### src/rtl/mmio_periph_hub.sv
// Memory-mapped board I/O hub: scanned 7-segment display, LED register,
// debounced switches and a free-running cycle timer behind a 32-byte window.
module mmio_periph_hub #(
    parameter int unsigned NUM_DIGITS = 8,
    parameter int unsigned SW_WIDTH   = 24,
    parameter int unsigned LED_WIDTH  = 24,
    parameter int unsigned SCAN_DIV   = 20000,
    parameter int unsigned DEBOUNCE   = 16,
    parameter logic [31:0] BASE_ADDR  = 32'hFFFF_F000
) (
    input  logic                  clk,
    input  logic                  rst_n,
    input  logic [31:0]           addra,
    input  logic                  dram_we_wire,
    input  logic [31:0]           wdata,
    output logic                  sel,
    output logic [31:0]           rdata,
    input  logic [SW_WIDTH-1:0]   switch,
    output logic [LED_WIDTH-1:0]  lights,
    output logic [NUM_DIGITS-1:0] led_en,
    output logic [7:0]            seg
);

    localparam int unsigned DW  = NUM_DIGITS * 4;
    localparam int unsigned SCW = (SCAN_DIV > 1) ? $clog2(SCAN_DIV) : 1;
    localparam int unsigned IW  = (NUM_DIGITS > 1) ? $clog2(NUM_DIGITS) : 1;
    localparam int unsigned DBW = $clog2(DEBOUNCE + 1);

    typedef enum logic [2:0] {
        REG_DIG   = 3'd0,
        REG_LED   = 3'd1,
        REG_SW    = 3'd2,
        REG_CTRL  = 3'd3,
        REG_TIMER = 3'd4
    } reg_e;

    logic [DW-1:0]         dig;
    logic                  ctrl_en;
    logic [NUM_DIGITS-1:0] ctrl_mask;
    logic [31:0]           timer;
    logic [SW_WIDTH-1:0]   sync_a;
    logic [SW_WIDTH-1:0]   sync_b;
    logic [SW_WIDTH-1:0]   sw_val;
    logic [DBW-1:0]        db_cnt;
    logic [SCW-1:0]        scan_cnt;
    logic [IW-1:0]         idx;
    logic                  wr;
    logic [31:0]           rd_mux;
    logic [3:0]            nibble;
    logic                  lit;
    logic [7:0]            hex_seg;

    assign sel = (addra[31:5] == BASE_ADDR[31:5]);
    assign wr  = dram_we_wire && sel;

    always_comb begin
        rd_mux = '0;
        case (addra[4:2])
            REG_DIG:   rd_mux[DW-1:0] = dig;
            REG_LED:   rd_mux[LED_WIDTH-1:0] = lights;
            REG_SW:    rd_mux[SW_WIDTH-1:0] = sw_val;
            REG_CTRL: begin
                rd_mux[31]             = ctrl_en;
                rd_mux[NUM_DIGITS-1:0] = ctrl_mask;
            end
            REG_TIMER: rd_mux = timer;
            default:   rd_mux = '0;
        endcase
    end

    // Read captures pre-edge contents; a timer write overrides that edge's increment.
    always_ff @(posedge clk or negedge rst_n) begin
        if (!rst_n) begin
            rdata     <= '0;
            lights    <= '0;
            dig       <= '0;
            ctrl_en   <= 1'b1;
            ctrl_mask <= '1;
            timer     <= '0;
        end else begin
            rdata <= sel ? rd_mux : '0;
            timer <= timer + 32'd1;
            if (wr) begin
                case (addra[4:2])
                    REG_DIG:   dig <= wdata[DW-1:0];
                    REG_LED:   lights <= wdata[LED_WIDTH-1:0];
                    REG_CTRL: begin
                        ctrl_en   <= wdata[31];
                        ctrl_mask <= wdata[NUM_DIGITS-1:0];
                    end
                    REG_TIMER: timer <= wdata;
                    default: ;
                endcase
            end
        end
    end

    // Counter saturates at DEBOUNCE; any movement of the synchronised vector restarts it.
    always_ff @(posedge clk or negedge rst_n) begin
        if (!rst_n) begin
            sync_a <= '0;
            sync_b <= '0;
            db_cnt <= '0;
            sw_val <= '0;
        end else begin
            sync_a <= switch;
            sync_b <= sync_a;
            if (sync_a != sync_b) begin
                db_cnt <= '0;
            end else if (db_cnt != DBW'(DEBOUNCE)) begin
                db_cnt <= db_cnt + DBW'(1);
            end
            if (db_cnt == DBW'(DEBOUNCE)) begin
                sw_val <= sync_b;
            end
        end
    end

    always_ff @(posedge clk or negedge rst_n) begin
        if (!rst_n) begin
            scan_cnt <= '0;
            idx      <= '0;
        end else if (scan_cnt == SCW'(SCAN_DIV - 1)) begin
            scan_cnt <= '0;
            idx      <= (idx == IW'(NUM_DIGITS - 1)) ? '0 : idx + IW'(1);
        end else begin
            scan_cnt <= scan_cnt + SCW'(1);
        end
    end

    always_comb begin
        nibble = 4'(dig >> {idx, 2'b00});
        lit    = ctrl_en && ctrl_mask[idx];
        case (nibble)
            4'h0: hex_seg = 8'hC0;
            4'h1: hex_seg = 8'hF9;
            4'h2: hex_seg = 8'hA4;
            4'h3: hex_seg = 8'hB0;
            4'h4: hex_seg = 8'h99;
            4'h5: hex_seg = 8'h92;
            4'h6: hex_seg = 8'h82;
            4'h7: hex_seg = 8'hF8;
            4'h8: hex_seg = 8'h80;
            4'h9: hex_seg = 8'h90;
            4'hA: hex_seg = 8'h88;
            4'hB: hex_seg = 8'h83;
            4'hC: hex_seg = 8'hA7;
            4'hD: hex_seg = 8'hA1;
            4'hE: hex_seg = 8'h86;
            default: hex_seg = 8'h8E;
        endcase
        led_en = lit ? ~(NUM_DIGITS'(1) << idx) : '1;
        seg    = lit ? hex_seg : 8'hFF;
    end

endmodule

### config.mk
export PLATFORM = sky130hd
export DESIGN_NAME = mmio_periph_hub
export DESIGN_NICKNAME = d
export VERILOG_FILES = /design/src/rtl/mmio_periph_hub.sv
export SDC_FILE = /design/constraint.sdc
export NUM_CORES = 1
export LEC_CHECK = 0
export CAP_MARGIN = 20
export CORE_MARGIN = 2
export CORE_UTILIZATION = 25
export CTS_CLUSTER_DIAMETER = 80
export CTS_CLUSTER_SIZE = 16
export DETAILED_ROUTE_END_ITERATION = 7
export SETUP_SLACK_MARGIN = 0.4
export SYNTH_ARGS = -nofsm -noshare
export SYNTH_HDL_FRONTEND = slang
export SYNTH_SLANG_ARGS = --single-unit
### constraint.sdc
create_clock -name clk -period 3.4 [get_ports clk]
set_clock_uncertainty 0.15 [all_clocks]
set_input_delay 0.68 -clock clk [delete_from_list [all_inputs] [get_ports clk]]
set_output_delay 0.68 -clock clk [all_outputs]
set_load 0.03 [all_outputs]
==> impl_metrics.csv <==
group,metric,value,unit
run_status,run_status,"complete, but fails checks",
run_status,violations,"negative setup slack",
drt,vias,7411,
final_layout,drive_gt1_share,27.0,%
power_and_ir_drop,total_power,0.00508,W
yosys,ys_ff_latch,224,
sta,finalCriticalPeriod,3.55,ns
critical_path,cpMostUsedCell,"buf_4",
critical_path,slowest_delay,0.44,ns
global_routing,grt_usage,14.3,%
critical_path,worstSetupStartpointType,"flip-flop",
sta,relSlewSlack,27.4,%
drt,vias_per_cell,4.65,
critical_path,path_delay_family,"buffers and inverters",
yosys,postSynth.asyncResetShare,100,%
sta,rsz0062_at_grt,"yes",
floorplan,num_rows,74,
sta,fmax,282,MHz
yosys,synth_warnings,0,
yosys,synth_flop_cell,"dfrtp_1",
global_routing,grt_overflow,0,
place,placed_cells,1526,
yosys,synth-edff-count,0,
sta,setup_violations,7,
power_and_ir_drop,peakVddDrop,273,uV
yosys,synth.yosys.seq_area_share,54.7,%
place,gp_congestion,0.829,
power_and_ir_drop,cellLeakagePower,5.92,nW
yosys,synth_nets,952,
sta,hold_viol,0,
cts,cts-root-buf,"clkbuf_16",
cts,clock-sinks,224,
cts,ctsLongestPathBuffers,3,
sta,period_share,104,%
cts,clock_latency,0.50,ns
final_layout,antennaDiodeCount,0,
sta,fin_setup_tns,-0.701,ns
floorplan,dieArea,42700,sq um
drt,wl_per_cell,19.2,microns
floorplan,core_area,40600,sq um
yosys,synth_area_per_cell,12.2,sq um
critical_path,cp_slowest_cell,"mux4_2",
floorplan,die_w,207,microns
final_layout,instances_no_fill,1593,
cts,clkTransAtPathRegs,0.08,ns
yosys,synthDistinctLibCells,54,
cts,numCtsBuffers,18,
critical_path,critical_path_class,"flip-flop to primary output",
critical_path,required,2.57,ns
critical_path,worstSetupEndpointType,"primary output",
floorplan,io_pins,164,
sta,maxSlewViolCount,0,
floorplan,start_util,25.3,%
sta,timing.final.ws_setup,-0.150,ns
cts,htreeDepth,1,
global_routing,antenna_found_initial,0,
final_layout,synthToLayoutAreaGrowth,35.3,%
place,io_buffer_count,160,
final_layout,fillers,3955,
critical_path,worstPathCellList,"buf_4, buf_4, buf_8, mux4_2, mux2i_4, buf_12, buf_6, a21oi_2, o211ai_1, clkbuf_16",
drt,drc_errors,0,
job,cap_viol_max_count,0,
drt,detail-route-antenna-nets,0,
drt,wl,30600,microns
final_layout,final_util,34.2,%
global_routing,grt_pass1_wl,46300,microns
floorplan,die_h,207,microns
critical_path,crit_fanout,6,
critical_path,critical_path_arrival,2.72,ns
sta,tightest_slew,1.08,ns
power_and_ir_drop,cellPowerDensity,366,nW/um^2
drt,drtPass1Iterations,4,
cts,tritoncts,"yes",
place,dp_hpwl,22400,microns
critical_path,crit_buf_inv,6,
final_layout,regArea,5620,sq um
final_layout,multi_input_area,4620,sq um
worst_hold_path,hold_class,"flip-flop to flip-flop",
global_routing,grt_max_degree,88,
global_routing,grt_pass1_vias,7533,
yosys,synth_cells,844,
drt,drtIter0Drc,477,
yosys,syn_area,10300,sq um
final_layout,finalNetCount,1157,
==> final timing paths <==
kind | depth (start not counted) | start | slack [ns] | to
hold reg to reg | 0 | sync_a[11]$_DFF_PN0_ | 0.24 | sync_b[11]$_DFF_PN0_
setup reg to reg | 6 | timer[0]$_DFF_PN0_ | 0.98 | timer[28]$_DFF_PN0_
min in group asynchronous | 2 | rst_n | 0.57 | rdata[3]$_DFF_PN0_
hold / removal | 0 | sync_a[11]$_DFF_PN0_ | 0.24 | sync_b[11]$_DFF_PN0_
setup / recovery | 10 | idx[1]$_DFFE_PN0N_ | -0.15 | seg[3]
max in group asynchronous | 3 | rst_n | 1.67 | rdata[28]$_DFF_PN0_
==> kinds of logic after synthesis <==
group	count (synthesis)	share of synthesized area, %
buffers and inverters	58	2.63
adders and majority gates	17	2.07
muxes	136	15.8
other	1	0.0365
DFF	224	54.7
AOI/OAI and AO/OA	113	7.20
and+or+nand+nor	226	11.6
xor gates and xnor gates	69	5.89
==> flip-flops by register name, summed over array words and instances, names as in the netlist <==
register and cells:
ctrl_en 1, ctrl_mask 8, db_cnt 5, dig 32
idx 3, lights 24, rdata 32, scan_cnt 15
sw_val 24, sync_a 24, sync_b 24, timer 32
==> cell type report <==
cell class | count | area share [%]
well taps | 532 | 4.79
clock buffers | 29 | 3.61
flip-flops and latches | 224 | 40.5
multi-input cells | 562 | 33.3
repair buffers | 226 | 16.9
clock inverters | 3 | 0.414
inverters | 17 | 0.549
==> Yosys cell counts (all sizes together), types with 2 or more instances <==
library cell,instances,area share [%]
o211ai,3,0.22
or4,2,0.15
xor2,33,2.8
nor4,11,0.82
dfrtp,215,52
a31oi,10,0.61
buf,16,1.0
or2,2,0.12
o311ai,2,0.17
nand4,21,1.4
a22oi,20,1.5
mux4,10,2.2
xnor2,36,3.1
and3,8,0.49
nand3,26,1.4
ha,17,2.1
dfstp,9,2.3
nor3,8,0.39
o22a,8,0.68
nor2,69,2.5
o21ai,9,0.44
and2,6,0.37
and4,6,0.51
a21oi,39,1.9
clkbuf,25,0.91
nand2b,6,0.37
a32oi,7,0.60
inv,16,0.58
nand2,42,1.5
nor2b,13,0.79
a211oi,12,0.88
mux2i,14,1.4
mux2,112,12
==> power breakdown <==
part / leakage (nW) / internal (W) / total [W] / switching, W
combinational: 2.79 / 0.000142 / 0.000301 / 0.000159
clock: 0.268 / 0.00110 / 0.00207 / 0.000962
sequential: 2.86 / 0.00269 / 0.00271 / 0.0000228
==> layer usage <==
layer,vias to the layer above,routed length [microns],GRT usage (%)
met1,3728,13800,19.9
met4,0,590,2.88
met2,223,14300,23.1
met3,32,1870,2.78
met5,-,0,0
li1,3428,-,-
==> cell usage in the layout (no fill, tap or decap), drive strengths merged, types with 3 or more instances in the layout <==
cell,Yosys,final
dfrtp,215,215
clkdlybuf4s50,0,134
mux2,112,112
buf,16,81
nor2,69,69
nand2,42,42
a21oi,39,39
xnor2,36,36
xor2,33,33
clkbuf,25,30
nand3,26,26
nand4,21,21
a22oi,20,20
inv,16,17
ha,17,17
mux2i,14,14
nor2b,13,13
a211oi,12,12
nor4,11,11
mux4,10,10
a31oi,10,10
dfstp,9,9
o21ai,9,9
nor3,8,8
o22a,8,8
and3,8,8
a32oi,7,7
and2,6,6
and4,6,6
nand2b,6,6
dlygate4sd2,0,5
o211ai,3,3
clkdlybuf4s15,0,3
==> stage by stage <==
| stage | hold WS [ns] | area (sq um) | worst slack, ns |
|---|---|---|---|
| after floorplan | 0.222 | 10400 | 0.401 |
| after global placement | 0.226 | 12800 | -0.0108 |
| after detailed placement | 0.230 | 12800 | -0.0553 |
| after CTS | 0.246 | 13700 | -0.123 |
| after global routing | 0.257 | 13900 | -0.243 |
| final | 0.244 | 13900 | -0.150 |
==> repair_timing <==
action,4_1_cts,5_1_grt
setup endpoints to repair,16,10
hold buffers,1,0
resized for setup,72,52
pin swaps,12,6
buffers inserted,23,11
hold endpoints to repair,6,0
Power figures use the tool's default switching activity.
